--- src/rtl/wave_pkg.sv ---
// Shared types and constants for the waveform-to-UART packet scheduler.
`default_nettype none

package wave_pkg;

  localparam int SRC_IDX_W = 4;
  localparam logic [7:0] HDR_BYTE_DEF = 8'hA5;

  typedef logic [7:0] byte_t;

  typedef enum logic [2:0] {
    IDLE   = 3'd0,
    HDR    = 3'd1,
    CHAN   = 3'd2,
    WAIT_S = 3'd3,
    SEND_S = 3'd4,
    CSUM   = 3'd5
  } state_t;

endpackage

`default_nettype wire

--- src/rtl/wave_src_select.sv ---
// Source selection: lowest-set-bit manual select or dwell-paced round-robin pointer.
`default_nettype none

module wave_src_select
  import wave_pkg::*;
#(
  parameter int NUM_SRC    = 7,
  parameter int DWELL_PKTS = 4
) (
  input  logic                 clk,
  input  logic                 reset,
  input  logic [NUM_SRC-1:0]   src_sel,
  input  logic                 auto_en,
  input  logic                 advance,
  output logic [SRC_IDX_W-1:0] next_src,
  output logic                 next_valid
);

  logic [SRC_IDX_W-1:0] ptr;
  logic [SRC_IDX_W-1:0] ptr_nxt;
  logic [7:0]           dwell;
  logic [7:0]           dwell_nxt;
  logic [SRC_IDX_W-1:0] man_idx;

  // Scan downward so the lowest set bit is the last assignment and wins.
  always_comb begin
    man_idx = '0;
    for (int k = NUM_SRC - 1; k >= 0; k--) begin
      if (src_sel[k]) man_idx = SRC_IDX_W'(k);
    end
  end

  always_comb begin
    ptr_nxt   = ptr;
    dwell_nxt = dwell;
    if (advance) begin
      if (dwell + 8'd1 == 8'(DWELL_PKTS)) begin
        dwell_nxt = 8'd0;
        ptr_nxt   = (ptr == SRC_IDX_W'(NUM_SRC - 1)) ? '0 : ptr + 1'b1;
      end else begin
        dwell_nxt = dwell + 8'd1;
      end
    end
  end

  always_ff @(posedge clk) begin
    if (!reset) begin
      ptr   <= '0;
      dwell <= 8'd0;
    end else begin
      ptr   <= ptr_nxt;
      dwell <= dwell_nxt;
    end
  end

  // The post-advance pointer is exposed so a back-to-back packet picks up the new source.
  assign next_src   = auto_en ? ptr_nxt : man_idx;
  assign next_valid = auto_en | (|src_sel);

endmodule

`default_nettype wire

--- src/rtl/wave_tx_scheduler.sv ---
// Frames generator samples into header/channel/sample packets for the UART transmitter.
// Optional trailing checksum byte enabled by WAVE_TX_CHECKSUM_EN.
`default_nettype none

module wave_tx_scheduler
  import wave_pkg::*;
#(
  parameter int          NUM_SRC    = 7,
  parameter int          DATA_W     = 8,
  parameter int          PKT_LEN    = 16,
  parameter int          DWELL_PKTS = 4,
  parameter logic [7:0]  HDR_BYTE   = HDR_BYTE_DEF
) (
  input  logic                      clk,
  input  logic                      reset,
  input  logic [NUM_SRC*DATA_W-1:0] src_data,
  input  logic [NUM_SRC-1:0]        src_sel,
  input  logic                      auto_en,
  input  logic                      stream_en,
  input  logic                      sample_stb,
  output logic [7:0]                tx_data,
  output logic                      tx_valid,
  input  logic                      tx_ready,
  output logic [3:0]                active_src,
  output logic                      busy,
  output logic                      overrun
);

  if (DATA_W != 8) begin : g_data_w_check
    $error("wave_tx_scheduler: DATA_W must be 8");
  end

  state_t               state;
  state_t               state_nxt;
  logic                 auto_pkt;
  byte_t                sample_q;
  byte_t                stb_slice;
  logic [7:0]           cnt;
  logic                 xfer;
  logic                 last;
  logic                 eop;
  logic                 start;
  logic                 load;
  logic [SRC_IDX_W-1:0] next_src;
  logic                 next_valid;
`ifdef WAVE_TX_CHECKSUM_EN
  byte_t                acc;
`endif

  wave_src_select #(
    .NUM_SRC    (NUM_SRC),
    .DWELL_PKTS (DWELL_PKTS)
  ) u_src_select (
    .clk        (clk),
    .reset      (reset),
    .src_sel    (src_sel),
    .auto_en    (auto_en),
    .advance    (eop && auto_pkt),
    .next_src   (next_src),
    .next_valid (next_valid)
  );

  assign xfer  = tx_valid && tx_ready;
  assign last  = (cnt + 8'd1 == 8'(PKT_LEN));
  assign start = stream_en && next_valid;
`ifdef WAVE_TX_CHECKSUM_EN
  assign eop   = (state == CSUM) && xfer;
`else
  assign eop   = (state == SEND_S) && xfer && last;
`endif
  assign load  = ((state == IDLE) || eop) && start;

  always_comb begin
    stb_slice = '0;
    for (int k = 0; k < NUM_SRC; k++) begin
      if (active_src == 4'(k)) stb_slice = src_data[k*DATA_W +: 8];
    end
  end

  always_ff @(posedge clk) begin
    if (!reset) state <= IDLE;
    else        state <= state_nxt;
  end

  always_comb begin
    state_nxt = state;
    case (state)
      IDLE:   if (start) state_nxt = HDR;
      HDR:    if (xfer) state_nxt = CHAN;
      CHAN:   if (xfer) state_nxt = WAIT_S;
      WAIT_S: if (sample_stb) state_nxt = SEND_S;
      SEND_S: begin
        if (xfer) begin
          if (last) begin
`ifdef WAVE_TX_CHECKSUM_EN
            state_nxt = CSUM;
`else
            state_nxt = start ? HDR : IDLE;
`endif
          end else begin
            state_nxt = sample_stb ? SEND_S : WAIT_S;
          end
        end
      end
`ifdef WAVE_TX_CHECKSUM_EN
      CSUM:   if (xfer) state_nxt = start ? HDR : IDLE;
`endif
      default: state_nxt = IDLE;
    endcase
  end

  always_comb begin
    tx_valid = 1'b0;
    tx_data  = 8'h00;
    busy     = (state != IDLE);
    case (state)
      HDR: begin
        tx_valid = 1'b1;
        tx_data  = HDR_BYTE;
      end
      CHAN: begin
        tx_valid = 1'b1;
        tx_data  = {4'h0, active_src};
      end
      SEND_S: begin
        tx_valid = 1'b1;
        tx_data  = sample_q;
      end
`ifdef WAVE_TX_CHECKSUM_EN
      CSUM: begin
        tx_valid = 1'b1;
        tx_data  = 8'h00 - acc;
      end
`endif
      default: ;
    endcase
  end

  always_ff @(posedge clk) begin
    if (!reset) begin
      active_src <= 4'h0;
      auto_pkt   <= 1'b0;
      sample_q   <= 8'h00;
      cnt        <= 8'h00;
      overrun    <= 1'b0;
    end else begin
      overrun <= (state == SEND_S) && sample_stb && !xfer;
      if (load) begin
        active_src <= next_src;
        auto_pkt   <= auto_en;
      end
      if ((state == CHAN) && xfer) cnt <= 8'h00;
      if ((state == SEND_S) && xfer) cnt <= cnt + 8'd1;
      // A strobe coinciding with a non-final transfer refills the register directly.
      if (((state == WAIT_S) && sample_stb) ||
          ((state == SEND_S) && sample_stb && xfer && !last))
        sample_q <= stb_slice;
    end
  end

`ifdef WAVE_TX_CHECKSUM_EN
  always_ff @(posedge clk) begin
    if (!reset) begin
      acc <= 8'h00;
    end else begin
      if (state == HDR) acc <= 8'h00;
      if ((state == CHAN) && xfer) acc <= acc + {4'h0, active_src};
      if ((state == SEND_S) && xfer) acc <= acc + sample_q;
    end
  end
`endif

endmodule

`default_nettype wire

--- config.mk ---
export PLATFORM = sky130hd
export DESIGN_NAME = wave_tx_scheduler
export DESIGN_NICKNAME = d
export VERILOG_FILES = /design/src/rtl/wave_pkg.sv /design/src/rtl/wave_src_select.sv /design/src/rtl/wave_tx_scheduler.sv
export SDC_FILE = /design/constraint.sdc
export NUM_CORES = 1
export LEC_CHECK = 0
export ABC_AREA = 1
export ABC_CLOCK_PERIOD_IN_PS = 5600
export BUFFER_PORTS_ARGS = -buffer_cell sky130_fd_sc_hd__clkbuf_2
export CAP_MARGIN = 20
export CORE_UTILIZATION = 56
export DETAILED_ROUTE_END_ITERATION = 10
export PLACE_DENSITY = 0.9
export REMOVE_ABC_BUFFERS = 1
export SYNTH_ARGS = -nofsm -noshare
export SYNTH_HDL_FRONTEND = slang
export SYNTH_SLANG_ARGS = --single-unit
--- constraint.sdc ---
create_clock -name clk -period 5.6 [get_ports clk]
set_clock_uncertainty 0.05 [all_clocks]
set_input_delay 1.4 -clock clk [delete_from_list [all_inputs] [get_ports clk]]
set_output_delay 1.4 -clock clk [all_outputs]
set_load 0.03 [all_outputs]
Word-level counts from Yosys, hierarchy flattened
Cells that the tools add are included.
- flip-flop bits (word level): 37
- latch bits: 0
- bits in writable memories: 0
- ROM bits: 0
- input port bits: 69
- output and inout bits: 15
- word-level logic and storage cells: 85
- memories: 0
- $add $sub $neg: 3
- multiply operators: 0
- div/mod/pow operators: 0
- magnitude comparators: 0
- eq/ne operators: 18
- shifts and indexed selects: 0
- multiplexer cells: 32
- bitwise logic cells: 1
- reduce and logical (&&, ||, !) cells: 23
- operators by type and width (kind ; number):
    $mux 8 ; 10
    $mux 3 ; 14
    $pmux 8 s3 ; 1
    $add 8x1->8 const B ; 2
    $eq 4x3->1 const B ; 4
    $mux 4 ; 4
    $pmux 3 s5 ; 1
    $logic_and 1x1->1 ; 12
    $ne 2x2->1 const B ; 5
    $eq 4x2->1 const B ; 2
    $eq 8x3->1 const B ; 1
    $eq 8x5->1 const B ; 1
    $reduce_or 7->1 ; 1
    $eq 3x2->1 const B ; 2
    $reduce_and 5->1 ; 1
    $add 4x1->4 const B ; 1
    $eq 4x1->1 const B ; 1
    $logic_not 4->1 ; 1
    $eq 3x1->1 const B ; 1
    $eq 3x3->1 const B ; 1
    $logic_not 3->1 ; 1
    $reduce_bool 3->1 ; 1
    $reduce_or 3->1 ; 1
    $logic_not 1->1 ; 2
    other kinds (4) ; 6

Logic depth before layout (Yosys ltp)
Gate-level depths: netlist of the first run.
- word-level depth: 9
- mapped depth: 14
- mapped depth without buffers: 14

Cells and area by module
A second synthesis of the first run with hierarchy kept.
- cell total of the unflattened synthesis: 442
- area total of the unflattened synthesis: 2657.5 µm²
- by module, submodules not included (module ; instances ; cells an instance ; area an instance (µm²) ; sequential area each (µm²)):
    wave_tx_scheduler ; 1 ; 318 ; 1871.8 ; 500.5
    wave_src_select ; 1 ; 124 ; 785.8 ; 240.2

Worst setup path after synthesis of the first run
No wires, ideal clock.
- path type: register -> output
- from: reg active_src[1]
- to: out tx_data[1]
- data arrival time: 1.461 ns
- required time: 4.150 ns
- slack: 2.689 ns
- stages on the path, launching flop included: 3
- path buffers: 0
- path through: dfxtp_1 > inv_2 > o21ai_0
- word-level cells in the longest chain between the ends: 1
- RTL lines (element ; RTL line ; source):
    start, declared ; wave_tx_scheduler.sv:24 ; output logic [3:0] active_src,
    start signal, assigned ; wave_tx_scheduler.sv:149 ; active_src <= next_src;
    $pmux 8 s3 ; wave_tx_scheduler.sv:116 ; case (state)
    end, declared ; wave_tx_scheduler.sv:21 ; output logic [7:0] tx_data,
Every way passes these cells.

Worst setup path after layout of the first run
- from: reg active_src[0]
- to: out tx_data[0]
The elaborated chain is that of the path after synthesis.

==> results of run 1 <==
Yosys cell counts (all sizes together) (2+ instances only):
library cell | n | area share
o21ai | 30 | 0.058
o211ai | 5 | 0.014
nor2 | 37 | 0.080
buf | 6 | 0.018
a31oi | 5 | 0.011
inv | 55 | 0.077
nand2 | 126 | 0.19
clkbuf | 6 | 0.0082
nand4 | 17 | 0.044
nor3 | 4 | 0.0073
ha | 4 | 0.018
nand3 | 44 | 0.090
o21bai | 2 | 0.0055
a21oi | 34 | 0.065
nor4 | 2 | 0.0069
o2111ai | 3 | 0.0096
a41oi | 2 | 0.0064
dfxtp | 37 | 0.27
kinds of logic after synthesis:
group / count (synthesis) / synth area share
adder cells (fa/ha/maj): 4 / 0.0183
AND/OR/NAND/NOR: 231 / 0.418
flip-flops: 37 / 0.271
XOR/XNOR: 2 / 0.00640
AO/OA/AOI/OAI: 85 / 0.182
buffers and inverters: 68 / 0.105
per-layer routing:
metal  GRT usage  routed length, microns  vias up
met5           0                       0        -
met4      0.0915                     143        0
met3      0.0431                     375       15
met2       0.495                    3420       96
met1       0.335                    2920     1425
li1            -                       -     1578
sequential cells by signal (all words and copies together) (netlist names):
signal and flops:
u_src_select.dwell 8, state 3, u_src_select.ptr 4, auto_pkt 1, overrun 1, cnt 8, active_src 4, sample_q 8
final cells by class:
type	instances	area (sq um)	area share
Inverter	56	215	0.0653
Sequential cell	37	741	0.225
Timing Repair Buffer	84	423	0.128
Clock buffer	6	82.6	0.0251
Tap cell	67	83.8	0.0255
Clock inverter	2	37.5	0.0114
Multi-Input combinational cell	322	1710	0.519
worst max-delay path: stages (launching register included):
cell	delay (ps)
dfxtp_1	610
inv_1	180
o211ai_1	230
clkbuf_2	240
per-stage QoR:
step	cell area (sq um)	hold slack, ps	cells
after floorplan	2670	394	415
after global placement	3170	407	566
after detailed placement	3170	410	566
after CTS	3290	426	574
after global routing	3290	446	574
final	3290	428	574
where the power goes:
group / internal (mW) / leakage, nW / switching (mW)
clock: 0.145 / 0.0574 / 0.101
combinational: 0.141 / 1.22 / 0.309
sequential: 0.285 / 0.299 / 0.0284
path summary, 6_finish.rpt:
| kind | endpoint | cells past startpoint |
|---|---|---|
| setup / recovery | tx_data[0] | 3 |
| hold / removal | u_src_select.dwell[7] | 2 |
| setup reg to reg | sample_q[1] | 13 |
| hold reg to reg | u_src_select.dwell[7] | 2 |
==> qor.txt, run 1 <==
Status: finished, final reports clean
Crit path from: active_src[0]
Routability Congestion: 0.876
#FFs+latches synth: 37
# fillers: 397
PostCTS Resize Cnt: 0
Worst-path clk slew: 80 ps
R2R Path Start: cnt[0]
Post-Syn Area per Cell: 6.41 sq um
Iter 0 DRT Violations: 216
Pwr Total: 1.01 mW
Layout cell share with drive strength beyond 1: 0.245
Effective utilization at floorplan: 0.580
Total number of vias: 3114
CTS tree: built
Final core occ: 0.697
Root Buffer: clkbuf_8
Max Cap Viol: 0
First-pass GRT wire length: 11.6 mm
VDD IR-drop max: 194 uV
Die X: 71.9 microns
Fraction of registers with async set/reset: 0
Setup violators final: 0
# diodes: 0
GR Overflow Total: 0
Initial antenna violation count: 0
Pwr/cell area: 306 mW/mm^2
Cell Rows: 25
Max frequency: 332 MHz
Wirelength, routed: 6.85 mm
Most frequent cells in the layout: nand2_1 (118), clkbuf_2 (83), inv_1 (52)
Drt wl/cell: 11.9 microns
Pre-Repair DR Iteration Count: 5
# hold bufs at CTS: 0
WS Path Type: flip-flop to primary output
Die area: 0.00517 sq mm
Vias in the first global route: 2780
CP arrival: 1560 ps
ANT nets after route: 0
Worst min-delay path class: flip-flop to flip-flop
Syn Inst Count: 427
Synth warn: 0
Post-synthesis cell area: 0.00274 sq mm
Sink Count: 37
Worst EP required: 4150 ps
Post-DP HPWL: 5.16 mm
Reg2reg setup slack: 3470 ps
Commonest non-fill, non-tap cell in the layout: nand2_1
Area Overhead vs Synth: 20.3%
Beginning of the worst hold path: u_src_select.dwell[7]
CTS Buffer Depth: 2
DRC violations left: 0
Largest net degree at the start of global routing: 26
Yosys cell types: 41
Fin Setup TNS: 0 ps
Vias per cell: 5.43
Sequential share of the synthesized area: 0.271
Number of synthesized flops with an enable pin: 0
Core footprint: 0.00472 sq mm
Fin nets: 579
Postcts setup bufs: 0
Num CTS Buffers: 5
Leak pwr: 1.58 nW
Ys flop type: dfxtp_1
Worst-Skew Late Latency: 290 ps
All-Layer GR Usage: 0.275
Max Transition Viols Final: 0
Actual slew at the worst max-slew pin: 732 ps
Crit start category: flip-flop
Max H-tree Level: 2
Setup crit end kind: primary output
Vertical die dimension: 71.9 microns
Ports: 84
Post-layout minimum cycle time: 3010 ps
Relative slew slack: 0.508
Fin. Hold Viols: 0
Port Buffers: 83
Tcrit/Tclk final: 0.538
Setup WS post-layout: 2590 ps
Post-place setup slack: 2700 ps
Unrepaired setup endpoints after global routing: false
Worst-path maximum fanout: 13
(Power assumes the default switching activity.)
==> run 2: changes to the inputs <==
Settings changed: ABC_AREA 1 to 0, ABC_CLOCK_PERIOD_IN_PS 5600 to 3100, CORE_UTILIZATION 56 to 52, PLACE_DENSITY 0.9 to 0.85.
Clock period 5.6 ns to 3.1 ns, I/O delays scaled along.
==> qor.txt, run 2 <==
Status: finished, final reports clean
Final core occ: 0.675
Cell family with most CP delay: simple AND/OR/NAND/NOR gates
ANT nets after route: 0
Postcts setup bufs: 0
Most frequent cells in the layout: clkbuf_2 (83), nand2_1 (41), a21oi_1 (38)
Slowest CP cell: a311oi_4
# hold bufs at CTS: 0
Slowest stage delay, CP: 550 ps
Cell Rows: 25
Setup violators final: 0
Post-DP HPWL: 5.30 mm
Synth top area cells: dfxtp_1 (27%), a21oi_1 (7.0%), mux2i_1 (6.2%)
#FFs+latches synth: 37
Actual slew at the worst max-slew pin: 604 ps
Max Transition Viols Final: 0
# placed instances: 495
Fin nets: 508
CTS Buffer Depth: 2
Synth warn: 0
Pwr/cell area: 408 mW/mm^2
Crit path from: cnt[0]
Worst-path maximum fanout: 10
DRC violations left: 0
Top-count cell post-synth: nand2_1
FF/Latch Area: 741 sq um
Setup crit end kind: flip-flop
Wirelength, routed: 7.05 mm
Drt wl/cell: 14.0 microns
Unrepaired setup endpoints after global routing: false
Ys flop type: dfxtp_1
Multi-input gate area: 0.00183 sq mm
Die area: 0.00554 sq mm
Reg2reg path depth: 7
Syn Inst Count: 360
Crit-path cells: ha_1 > nand3_1 > or3_1 > a311oi_4 > nand3_2 > or4b_1 > a21oi_1
VDD IR-drop max: 296 uV
Max Cap Viol: 0
Buf+Inv Stages, Crit Path: 0
Crit path capture: u_src_select.dwell[2]
PostCTS Resize Cnt: 0
Reg2reg setup slack: 260 ps
Area Overhead vs Synth: 20.8%
Leak pwr: 1.44 nW
# diodes: 0
Sink Count: 37
Top cells by instance count after synthesis: nand2_1 (41), a21oi_1 (38), dfxtp_1 (37)
Effective utilization at floorplan: 0.559
Sequential share of the synthesized area: 0.272
Top Registers: cnt (8), sample_q (8), u_src_select.dwell (8)
Leading area contributor after synthesis: dfxtp_1
Yosys cell types: 54
R2R Path End: u_src_select.dwell[2]
WS Path Type: flip-flop to flip-flop
R2R Path Start: cnt[0]
Post-synthesis cell area: 0.00273 sq mm
Worst EP required: 3290 ps
Fin. Hold Viols: 0
Setup WS post-layout: 257 ps
Iter 0 DRT Violations: 224
Core footprint: 0.00488 sq mm
Hold slack: 412 ps
Top cell type's share of synthesized area: 0.272
CTS tree: built
Max H-tree Level: 2
Routability Congestion: 0.952
Total number of vias: 2959
Vias per cell: 5.88
Post-place setup slack: 300 ps
Max frequency: 352 MHz
Relative slew slack: 0.595
Vias in the first global route: 2643
Num CTS Buffers: 5
Fraction of registers with async set/reset: 0
Number of synthesized flops with an enable pin: 0
Worst-path clk slew: 70 ps
Port Buffers: 83
Crit start category: flip-flop
Worst min-delay path class: flip-flop to flip-flop
Vertical die dimension: 74.4 microns
Post-layout minimum cycle time: 2840 ps
Fin Setup TNS: 0 ps
Ports: 84
Die X: 74.4 microns
All-Layer GR Usage: 0.272
Tcrit/Tclk final: 0.917
Worst-Skew Late Latency: 300 ps
Layout cell share with drive strength beyond 1: 0.261
# fillers: 436
Largest net degree at the start of global routing: 29
Commonest non-fill, non-tap cell in the layout: clkbuf_2
Pre-Repair DR Iteration Count: 4
Root Buffer: clkbuf_8
First-pass GRT wire length: 11.8 mm
Post-Syn Area per Cell: 7.58 sq um
GR Overflow Total: 0
Fin cells: 503
Worst path depth: 7
Initial antenna violation count: 0
CP arrival: 3030 ps
==> run 2: cells by family (layout without fill, tap and decap cells) <==
family | count (synthesis) | in the layout | synth area share
buf+inv | 40 | 116 | 0.0573
flops | 37 | 37 | 0.272
fa+ha+maj | 4 | 4 | 0.0183
mux | 24 | 24 | 0.120
xor+xnor | 5 | 5 | 0.0161
simple gates | 146 | 146 | 0.281
compound gates | 104 | 104 | 0.235
==> run 2: per-layer routing <==
metal	GRT usage	vias up	share of wire
met3	0.0664	12	0.044
li1	-	1463	-
met1	0.346	1398	0.46
met4	0.0713	0	0.013
met2	0.461	86	0.49
met5	0	-	0
==> run 2: metrics by stage <==
stage / power (mW) / area [sq um]
2_1_floorplan: 0.833 / 2640
6_report: 1.34 / 3300
4_1_cts: 1.35 / 3300
5_1_grt: 1.42 / 3300
3_5_place_dp: 0.975 / 3190
3_3_place_gp: 0.966 / 3190
==> run 2: how the worst min path moves through the flow <==
| stage | startpoint | end | cells past startpoint |
|---|---|---|---|
| finish | sample_q[2] | sample_q[2] | 2 |
| global route | sample_q[7] | sample_q[7] | 2 |
| CTS | sample_q[2] | sample_q[2] | 2 |
| detailed placement | sample_q[2] | sample_q[2] | 2 |
| global placement | sample_q[4] | sample_q[4] | 2 |
| floorplan | sample_q[4] | sample_q[4] | 2 |
==> run 2: power breakdown <==
group / leakage, nW / internal [mW] / total [mW] / switching [mW]
clock: 0.0542 / 0.201 / 0.377 / 0.176
sequential: 0.299 / 0.491 / 0.524 / 0.0325
combinational: 1.09 / 0.188 / 0.444 / 0.257
total: 1.44 / 0.880 / 1.34 / 0.465
==> run 2: worst reg2reg max path: stages, from the launching register on <==
cell and delay [ps]:
dfxtp_1 440, ha_1 330, nand3_1 150, or3_1 370, a311oi_4 550, nand3_2 250, or4b_1 500, a21oi_1 140
==> run 2: layout make-up <==
cell class                      instances  share of cell area
Multi-Input combinational cell        283               0.555
Sequential cell                        37               0.225
Timing Repair Buffer                   91               0.144
Clock buffer                            7              0.0292
Tap cell                               67              0.0254
Inverter                               17              0.0194
Clock inverter                          1             0.00152
